`config.mk`:
```
export PLATFORM = sky130hd
export DESIGN_NAME = spike_count_classifier_flat
export DESIGN_NICKNAME = d
export VERILOG_FILES = /design/src/rtl/spike_count_classifier_if.sv /design/src/rtl/spike_count_classifier.sv /design/src/flat_wrapper.sv
export SDC_FILE = /design/constraint.sdc
export NUM_CORES = 1
export LEC_CHECK = 0
export CAP_MARGIN = 5
export CORE_ASPECT_RATIO = 0.9
export CORE_MARGIN = 2
export CORE_UTILIZATION = 54
export CTS_CLUSTER_SIZE = 14
export DETAILED_ROUTE_END_ITERATION = 6
export GPL_TIMING_DRIVEN = 1
export PLACE_DENSITY = 0.77
export SLEW_MARGIN = 20
export SYNTH_ARGS = -nofsm -noshare
export SYNTH_HDL_FRONTEND = slang
export SYNTH_SLANG_ARGS = --single-unit
export TNS_END_PERCENT = 10
```
`constraint.sdc`:
```
create_clock -name clk -period 2.95 [get_ports clk]
set_input_delay 0.59 -clock clk [delete_from_list [all_inputs] [get_ports clk]]
set_output_delay 0.59 -clock clk [all_outputs]
set_load 0.1 [all_outputs]
```
`src/rtl/spike_count_classifier_if.sv`:
```
// Handshake/bus bundle between the spike-count classifier and its
// surrounding logic: window control, spike sample stream and the result
// valid/ack port.
interface spike_count_classifier_if #(
  parameter int N     = 8,
  parameter int CNT_W = 8,
  parameter int WIN_W = 8,
  parameter int CLS_W = 3
);
  logic             start;
  logic [WIN_W-1:0] window_len;
  logic [N-1:0]     spikes_in;
  logic             spikes_valid;
  logic             class_ack;
  logic             busy;
  logic             class_valid;
  logic [CLS_W-1:0] class_out;
  logic [CNT_W-1:0] max_count;
  logic             tie;

  modport master (
    output start, window_len, spikes_in, spikes_valid, class_ack,
    input  busy, class_valid, class_out, max_count, tie
  );

  modport slave (
    input  start, window_len, spikes_in, spikes_valid, class_ack,
    output busy, class_valid, class_out, max_count, tie
  );
endinterface

```
`src/rtl/spike_count_classifier.sv`:
```
// Spike-count classifier: accumulates saturating per-neuron spike counts over
// a programmable number of valid samples, then scans the counters one neuron
// per clock to find the argmax (lowest index wins ties) and offers the class
// index on a valid/ack handshake.
//
// Optional build macro SPIKE_CLS_COUNTS_EN exposes the live counter values on
// counts_out (neuron i at bits [i*CNT_W +: CNT_W]).
//
// state | meaning
// IDLE  | waiting for start; counters and last result retained
// ACCUM | counting spikes on samples qualified by spikes_valid
// SCAN  | one neuron compared per clock, index 0..N-1
// DONE  | result presented with class_valid, waiting for class_ack
module spike_count_classifier #(
  parameter int N     = 8,
  parameter int CNT_W = 8,
  parameter int WIN_W = 8,
  parameter int CLS_W = 3
) (
  input logic clk,
  input logic reset,
  spike_count_classifier_if.slave bus
`ifdef SPIKE_CLS_COUNTS_EN
  ,
  output logic [N*CNT_W-1:0] counts_out
`endif
);

  typedef enum logic [1:0] {
    IDLE  = 2'd0,
    ACCUM = 2'd1,
    SCAN  = 2'd2,
    DONE  = 2'd3
  } state_t;

  state_t           state;
  state_t           state_next;
  logic [CNT_W-1:0] cnt [N];
  logic [WIN_W-1:0] remaining;
  logic [CLS_W-1:0] idx;
  logic [CNT_W-1:0] cur;
  logic             take;
  logic             last_take;
  logic             scan_last;
  logic             busy_d;
  logic             valid_d;

  // Samples remaining is a down-counter; the window closes on the sample
  // that brings it from 1 to 0.
  assign take      = (state == ACCUM) && bus.spikes_valid;
  assign last_take = take && (remaining == WIN_W'(1));
  assign scan_last = (idx == CLS_W'(N - 1));
  assign cur       = cnt[idx];

  // State register
  always_ff @(posedge clk or posedge reset) begin
    if (reset) state <= IDLE;
    else       state <= state_next;
  end

  // Next-state decode
  always_comb begin
    state_next = state;
    case (state)
      IDLE:    if (bus.start)   state_next = ACCUM;
      ACCUM:   if (last_take)   state_next = SCAN;
      SCAN:    if (scan_last)   state_next = DONE;
      DONE:    if (bus.class_ack) state_next = IDLE;
      default: state_next = IDLE;
    endcase
  end

  // Output decode, taken from the next state so the registered flags line up
  // with the state they describe
  always_comb begin
    busy_d  = (state_next != IDLE);
    valid_d = (state_next == DONE);
  end

  // Registered status outputs
  always_ff @(posedge clk or posedge reset) begin
    if (reset) begin
      bus.busy        <= 1'b0;
      bus.class_valid <= 1'b0;
    end else begin
      bus.busy        <= busy_d;
      bus.class_valid <= valid_d;
    end
  end

  // Per-neuron saturating spike counters
  always_ff @(posedge clk or posedge reset) begin
    if (reset) begin
      for (int i = 0; i < N; i++) cnt[i] <= '0;
    end else if ((state == IDLE) && bus.start) begin
      for (int i = 0; i < N; i++) cnt[i] <= '0;
    end else if (take) begin
      for (int i = 0; i < N; i++)
        if (bus.spikes_in[i] && (cnt[i] != {CNT_W{1'b1}}))
          cnt[i] <= cnt[i] + CNT_W'(1);
    end
  end

  // Window down-counter; a zero window length is stretched to one sample
  always_ff @(posedge clk or posedge reset) begin
    if (reset) begin
      remaining <= '0;
    end else if ((state == IDLE) && bus.start) begin
      remaining <= (bus.window_len == '0) ? WIN_W'(1) : bus.window_len;
    end else if (take) begin
      remaining <= remaining - WIN_W'(1);
    end
  end

  // Sequential argmax scan; results stay held until the next scan
  always_ff @(posedge clk or posedge reset) begin
    if (reset) begin
      idx           <= '0;
      bus.class_out <= '0;
      bus.max_count <= '0;
      bus.tie       <= 1'b0;
    end else if (state == SCAN) begin
      idx <= scan_last ? '0 : idx + CLS_W'(1);
      if (idx == '0) begin
        bus.max_count <= cur;
        bus.class_out <= '0;
        bus.tie       <= 1'b0;
      end else if (cur > bus.max_count) begin
        bus.max_count <= cur;
        bus.class_out <= idx;
        bus.tie       <= 1'b0;
      end else if (cur == bus.max_count) begin
        bus.tie <= 1'b1;
      end
    end
  end

`ifdef SPIKE_CLS_COUNTS_EN
  // Counters only move in ACCUM, so this view is frozen through SCAN and DONE
  always_comb begin
    counts_out = '0;
    for (int i = 0; i < N; i++) counts_out[i*CNT_W +: CNT_W] = cnt[i];
  end
`endif

endmodule

```
`src/flat_wrapper.sv`:
```
// flat-port wrapper written by rule: the top's interface ports become plain ports
module spike_count_classifier_flat 
#(
  parameter int N     = 8,
  parameter int CNT_W = 8,
  parameter int WIN_W = 8,
  parameter int CLS_W = 3
)
  (clk, reset, bus_start, bus_window_len, bus_spikes_in, bus_spikes_valid, bus_class_ack, bus_busy, bus_class_valid, bus_class_out, bus_max_count, bus_tie);
  spike_count_classifier_if #(.N(N), .CNT_W(CNT_W), .WIN_W(WIN_W), .CLS_W(CLS_W)) bus_i ();
  input logic clk;
  input logic reset;
  input wire logic [$bits(bus_i.start)-1:0] bus_start;
  input wire logic [$bits(bus_i.window_len)-1:0] bus_window_len;
  input wire logic [$bits(bus_i.spikes_in)-1:0] bus_spikes_in;
  input wire logic [$bits(bus_i.spikes_valid)-1:0] bus_spikes_valid;
  input wire logic [$bits(bus_i.class_ack)-1:0] bus_class_ack;
  output wire logic [$bits(bus_i.busy)-1:0] bus_busy;
  output wire logic [$bits(bus_i.class_valid)-1:0] bus_class_valid;
  output wire logic [$bits(bus_i.class_out)-1:0] bus_class_out;
  output wire logic [$bits(bus_i.max_count)-1:0] bus_max_count;
  output wire logic [$bits(bus_i.tie)-1:0] bus_tie;
  assign bus_i.start = bus_start;
  assign bus_i.window_len = bus_window_len;
  assign bus_i.spikes_in = bus_spikes_in;
  assign bus_i.spikes_valid = bus_spikes_valid;
  assign bus_i.class_ack = bus_class_ack;
  assign bus_busy = bus_i.busy;
  assign bus_class_valid = bus_i.class_valid;
  assign bus_class_out = bus_i.class_out;
  assign bus_max_count = bus_i.max_count;
  assign bus_tie = bus_i.tie;
  spike_count_classifier #(.N(N), .CNT_W(CNT_W), .WIN_W(WIN_W), .CLS_W(CLS_W)) u_core (.clk(clk), .reset(reset), .bus(bus_i));
endmodule
```
==> results of run 1 <==
==> area by class of cell <==
class | count | share of cell area [%]
Clock buffer | 11 | 2.44
Clock inverter | 4 | 1.19
Inverter | 18 | 1.15
Multi-Input combinational cell | 368 | 45.5
Sequential cell | 91 | 36.8
Tap cell | 126 | 2.54
Timing Repair Buffer | 66 | 10.5
==> state kept, by name, indices dropped and copies added (netlist names) <==
signal	flops
u_core.bus.class_out	3
u_core.idx	3
u_core.bus.max_count	8
u_core.state	2
u_core.bus.tie	1
u_core.remaining	8
u_core.bus.class_valid	1
u_core.cnt	64
u_core.bus.busy	1
==> layout by cell type (no fill, tap or decap), drive strengths merged, types with 16 or more instances in the layout <==
cell	n
buf	44
clkdlybuf4s50	20
dfrtp	91
ha	21
inv	17
mux4	16
nand2	49
nand4	24
nor2	73
xnor2	20
xor2	31
==> kinds of logic (layout without fill, tap and decap cells) <==
group / after synthesis / in the layout / share of synthesized area, %
flip-flops: 91 / 91 / 43.6
buffers and inverters: 38 / 99 / 3.45
XOR/XNOR: 51 / 51 / 8.56
adder cells (fa/ha/maj): 21 / 21 / 5.03
AO/OA/AOI/OAI: 61 / 61 / 8.99
multiplexers: 40 / 40 / 12.8
AND/OR/NAND/NOR: 195 / 195 / 17.5
==> worst paths after layout <==
| kind | endpoint | slack, ps |
|---|---|---|
| worst max-delay path | u_core.bus.max_count[3]$_DFFE_PP0P_ | 0.1 |
| worst min-delay path | u_core.bus.class_out[0]$_DFFE_PP0P_ | 510 |
| worst max register to register | u_core.bus.max_count[3]$_DFFE_PP0P_ | 0.1 |
| worst min register to register | u_core.bus.class_out[0]$_DFFE_PP0P_ | 510 |
| max in group asynchronous | u_core.cnt[17]$_DFFE_PP0P_ | 1970 |
| min in group asynchronous | u_core.remaining[5]$_DFFE_PP0P_ | 650 |
==> critical path: cells and delay by family, from the launching register on <==
kind / cells / cell delay (ps)
muxes: 3 / 1220
buffers and inverters: 3 / 480
DFF: 1 / 440
adders and majority gates: 1 / 300
AOI/OAI and AO/OA: 2 / 230
and+or+nand+nor: 1 / 170
==> stage by stage <==
step / utilization, % / hold slack [ps] / cell area, sq um / cells / TNS [ps]
CTS: 62.9 / 511 / 5990 / 670 / 0
global placement: 60.5 / 489 / 5760 / 655 / 0
detailed placement: 60.5 / 490 / 5760 / 655 / -447
global route: 65.1 / 542 / 6200 / 684 / -747
floorplan: - / 463 / 5220 / 497 / 0
finish: 65.1 / 509 / 6200 / 684 / 0
==> power by group through the flow <==
stage	Clock [mW]	Sequential [mW]	Combinational, mW
2_1_floorplan	0	2.01	1.16
3_3_place_gp	0	2.01	1.63
3_5_place_dp	0	2.03	1.70
4_1_cts	0.976	2.01	1.71
5_1_grt	1.02	2.08	2.10
6_report	0.949	2.03	1.90
==> layer usage <==
metal | vias to the layer above | global-route usage, % | routed length, microns
met1 | 2015 | 34.4 | 5670
met4 | 0 | 8.38 | 289
met3 | 28 | 6.71 | 937
li1 | 1899 | - | -
met2 | 147 | 34.8 | 5550
met5 | - | 0 | 0
==> repair_timing <==
action / 4_1_cts / 5_1_grt
resized for setup: 3 / 19
cloned: 0 / 2
endpoints found under the setup margin: 7 / 7
pin swaps: 0 / 5
buffers inserted: 0 / 12
==> metrics.cfg, run 1 <==
[run_status]
outcome = complete, no violations

[setup_path]
cp_common_cell = mux2_2
critPathSlowestCell = mux4_1
startpoint_type = register
crit_fanout = 15
cp_slowest_stage_delay_ps = 590
cp-startpoint = u_core.idx[1]$_DFFE_PP0P_
arrival_ps = 3210
cp_cell_sequence = buf_8 -> mux4_1 -> mux2_2 -> ha_1 -> nand4_1 -> buf_4 -> a21oi_2 -> o21ai_2 -> buf_6 -> mux2_2
r2r-start = u_core.idx[1]$_DFFE_PP0P_
end_kind = register
reg2reg_depth = 10
worst_ep_required_time_ps = 3210
path_class = register to register

[job]
cap_violations = 0

[synthesis]
synth_edf_count = 0
synth_area_sq_um = 5220
netlist_top_cells_area = dfrtp_1, mux4_1, nor2_1
synth_top_area_share_pct = 43.6
syn_nets = 539
yosysMostFrequentCell = dfrtp_1
ys_seq_elements = 91
synth_cells = 497
synth_warnings = 0
synthFlopType = dfrtp_1
async_flop_share_pct = 100
synth-seq-area-share_pct = 43.6
yosysUniqueCellTypes = 45
avgSynthCellArea_sq_um = 10.5
synthTopCellsByCount = dfrtp_1, nor2_1, nand2_1
yosysTopAreaCell = dfrtp_1

[global_routing]
antenna_found_initial = 0
grt_pass1_vias = 3837
grt_pass1_wl_mm = 19.3
grt_max_degree = 62
grt_usage_pct = 23.9
grt_overflow = 0

[clock_network]
clock_latency_ps = 370
cts_tree = built
cts.sink_count = 91
cts_hold_buf = 0
h-tree-depth = 3
clk_path_buf_depth = 2
cts_buffers = 9
clkTransAtPathRegs_ps = 90
ctsRootBufferMaster = clkbuf_8

[layout]
syn2layout_area_growth_pct = 18.8
fill_cells = 754
drive_gt1_share_pct = 17.9
antennaDiodeCount = 0
finalNetCount = 596
ff_latch_area_sq_um = 2280
multi_input_area_sq_um = 2820

[timing]
max_slew_margin_pct = 62.4
worst_slew_pin_slew_ps = 559
skew_ps = 9.81
fmax_mhz = 339
hold_viol = 0
fin_crit_ps = 2950
finalSetupViolations = 0
slew_violations = 0
period_share_pct = 100
setup_slack_ps = 0.127

[power]
seq_power_share_pct = 41.6
vdd_drop_max_v = 0.000622
p_sw_share_pct = 38.7
power.combinational.fraction_pct = 39.0
finalPower_mw = 4.88
p_leak_nw = 2.75
intPower_mw = 2.99
powerDensity_nw_per_um2 = 787
power_frac_clock_pct = 19.5
power.switching_mw = 1.89

[route]
drc_errors = 0
vias = 4089
drtPass1Iterations = 5
drt_iter0_drc = 242
wl_per_cell_microns = 18.2
vias_per_cell = 5.98
antenna_left = 0
wl_mm = 12.5

[floorplan]
rows = 34
start_util_pct = 54.8
die_w_microns = 108
coreArea_sq_um = 9530
io_pins = 35
die_area_sq_um = 10500
die_h_microns = 97.3

[place]
gp_congestion = 0.877
hpwl_mm = 8.50
port_buffers = 34
place_ws_ps = -71.6

[hold_path]
hp-start = u_core.bus.class_out[0]$_DFFE_PP0P_
hold_class = register to register
whs_path_depth = 1

No activity file was read; power rests on OpenSTA's default activity.
==> inputs of run 2 (changes only) <==
--- a/config.mk
+++ b/config.mk
@@ -13,6 +13,7 @@
 export DETAILED_ROUTE_END_ITERATION = 6
 export GPL_TIMING_DRIVEN = 1
 export PLACE_DENSITY = 0.77
+export SETUP_SLACK_MARGIN = 0.5
 export SLEW_MARGIN = 20
 export SYNTH_ARGS = -nofsm -noshare
 export SYNTH_HDL_FRONTEND = slang
==> metrics.cfg, run 2 (synthesis results as in run 1) <==
[timing]
finalSetupViolations = 0  ; unchanged
slew_violations = 0  ; unchanged
period_share_pct = 99.8  ; -0.15 points
fin_hold_ws_ps = 508  ; -0.403 ps
max_slew_margin_pct = 61.9  ; -0.48 points
fmax_mhz = 340  ; +0.15%
skew_ps = 13.8  ; +3.98 ps
fin_crit_ps = 2950  ; -4.46 ps
grt_setup_unrepaired = yes
setup_slack_ps = 4.59  ; +4.46 ps
hold_viol = 0  ; unchanged
worst_slew_pin_slew_ps = 567  ; +7.19 ps

[layout]
largest_reg_flops = 64  ; unchanged
fill_cells = 748  ; -0.80%
finalNetCount = 596  ; unchanged
largest-register = u_core.cnt
syn2layout_area_growth_pct = 19.2
instances_no_fill = 684  ; unchanged
drive_gt1_share_pct = 19.9  ; +2.0 points
biggestRegsByFlops = u_core.cnt (64), u_core.bus.max_count (8), u_core.remaining (8)
multi_input_area_sq_um = 2850  ; +1.0%
layout_common_cells = dfrtp_1, nor2_1, nand2_1, buf_4, xor2_1
antennaDiodeCount = 0  ; unchanged
final_common_cell = dfrtp_1
ff_latch_area_sq_um = 2280  ; unchanged

[floorplan]
io_pins = 35  ; unchanged
die_w_microns = 108  ; unchanged
start_util_pct = 54.8  ; unchanged
die_area_sq_um = 10500  ; unchanged
rows = 34  ; unchanged
die_h_microns = 97.3  ; unchanged
coreArea_sq_um = 9530  ; unchanged

[setup_path]
crit_fanout = 6  ; -9
path_class = register to register
reg2reg_slack_ps = 5  ; about the same
end_kind = register
arrival_ps = 3250  ; +40 ps
worst_ep_required_time_ps = 3260  ; +50 ps
startpoint_type = register

[global_routing]
grt_usage_pct = 25.4  ; +1.5 points
grt_pass1_wl_mm = 20.5  ; +6.0%
grt_overflow = 0  ; unchanged
grt_max_degree = 62  ; unchanged
antenna_found_initial = 0  ; unchanged
grt_pass1_vias = 4014  ; +4.6%

[route]
dr.max_layer_used = met4
wl_per_cell_microns = 18.5  ; +1.8%
drc_errors = 0  ; unchanged
drtPass1Iterations = 7  ; +2
wl_mm = 12.7  ; +1.8%
wl_met1_mm = 5.75  ; +1.4%
antenna_left = 0  ; unchanged
wl_met2_mm = 5.63  ; +1.4%
met3_wirelength_microns = 915  ; -2.3%
drt_iter0_drc = 248  ; +2.5%
vias_per_cell = 6.02  ; +0.66%
vias = 4116  ; +0.66%

[job]
cap_violations = 0  ; unchanged

[place]
place_ws_ps = -71.6  ; unchanged
port_buffers = 34  ; unchanged
dp_cells = 655  ; unchanged
hpwl_mm = 8.50  ; unchanged
gp_congestion = 0.877  ; unchanged

[clock_network]
cts.sink_count = 91  ; unchanged
clock_latency_ps = 380  ; about the same
cts_hold_buf = 0  ; unchanged
cts_tree = built
cts_buffers = 9  ; unchanged
ctsRootBufferMaster = clkbuf_8
h-tree-depth = 3  ; unchanged
clkTransAtPathRegs_ps = 90  ; about the same
clk_path_buf_depth = 2  ; unchanged

[power]
p_leak_nw = 2.72  ; -1.1%
vdd_drop_max_v = 0.000624  ; +0.31%
finalPower_mw = 4.92  ; +0.93%
powerDensity_nw_per_um2 = 791  ; +0.63%

[hold_path]
hold_class = register to register

[run_status]
outcome = complete, no violations

-- run 2: cell types whose count changed in the layout (fill, tap and decap cells not counted), moves of 2 or more --
cell / change
mux2_2: -10
mux4_2: +9
mux4_1: -9
clkbuf_16: -2
mux2_4: +10
ha_4: +2
ha_1: -2
-- run 2: final cells by class --
class / count / share of cell area [%]
clock inverter: 4 / 1.19
inverter: 18 / 1.15
timing repair buffer: 66 / 10.3
sequential: 91 / 36.6
multi-input combinational: 368 / 45.8
clock buffer: 11 / 2.43
tap: 126 / 2.53
-- run 2: what timing repair did --
action | in CTS | in global routing
resized for setup | 35 | 10
hold endpoints to repair | 0 | 0
setup buffers | 12 | 1
gates cloned | 1 | 0
pin swaps | 8 | 5
endpoints found under the setup margin | 12 | 12
-- run 2: worst paths after layout --
check	from	end	cells after the start
worst max-delay path	u_core.idx[1]$_DFFE_PP0P_	u_core.bus.class_out[1]$_DFFE_PP0P_	10
worst min-delay path	u_core.bus.class_out[0]$_DFFE_PP0P_	u_core.bus.class_out[0]$_DFFE_PP0P_	1
worst max register to register	u_core.idx[1]$_DFFE_PP0P_	u_core.bus.class_out[1]$_DFFE_PP0P_	10
worst min register to register	u_core.bus.class_out[0]$_DFFE_PP0P_	u_core.bus.class_out[0]$_DFFE_PP0P_	1
max in group asynchronous	reset	u_core.cnt[17]$_DFFE_PP0P_	3
min in group asynchronous	reset	u_core.remaining[5]$_DFFE_PP0P_	3
-- run 2: critical path, cell delays in order (launching register included) --
cell     delay (ps)
dfrtp_2         440
buf_12          130
mux4_2          510
mux2_4          290
ha_1            300
nand4_1         180
buf_4           190
buf_4           120
a21o_1          140
a21oi_1         300
a32o_1          270
-- run 2: per-layer routing --
metal | global-route usage [%] | up-vias
li1 | - | 1894
met1 | 36.0 | 2038
met2 | 37.7 | 143
met3 | 7.04 | 41
met4 | 8.78 | 0
met5 | 0 | -
-- run 2: where the power goes --
group / switching (mW) / internal [mW] / leakage, nW
logic: 1.03 / 0.903 / 1.41
clock network: 0.437 / 0.519 / 0.115
registers: 0.453 / 1.58 / 1.19
total: 1.92 / 3.00 / 2.72
-- run 2: per-stage QoR --
stage | utilization [%] | area (sq um) | setup TNS [ps]
final | 65.3 | 6220 | 0
after global routing | 65.3 | 6220 | -97.7
after CTS | 65.1 | 6210 | 0
after detailed placement | 60.5 | 5760 | -447
after global placement | 60.5 | 5760 | 0
after floorplan | - | 5220 | 0
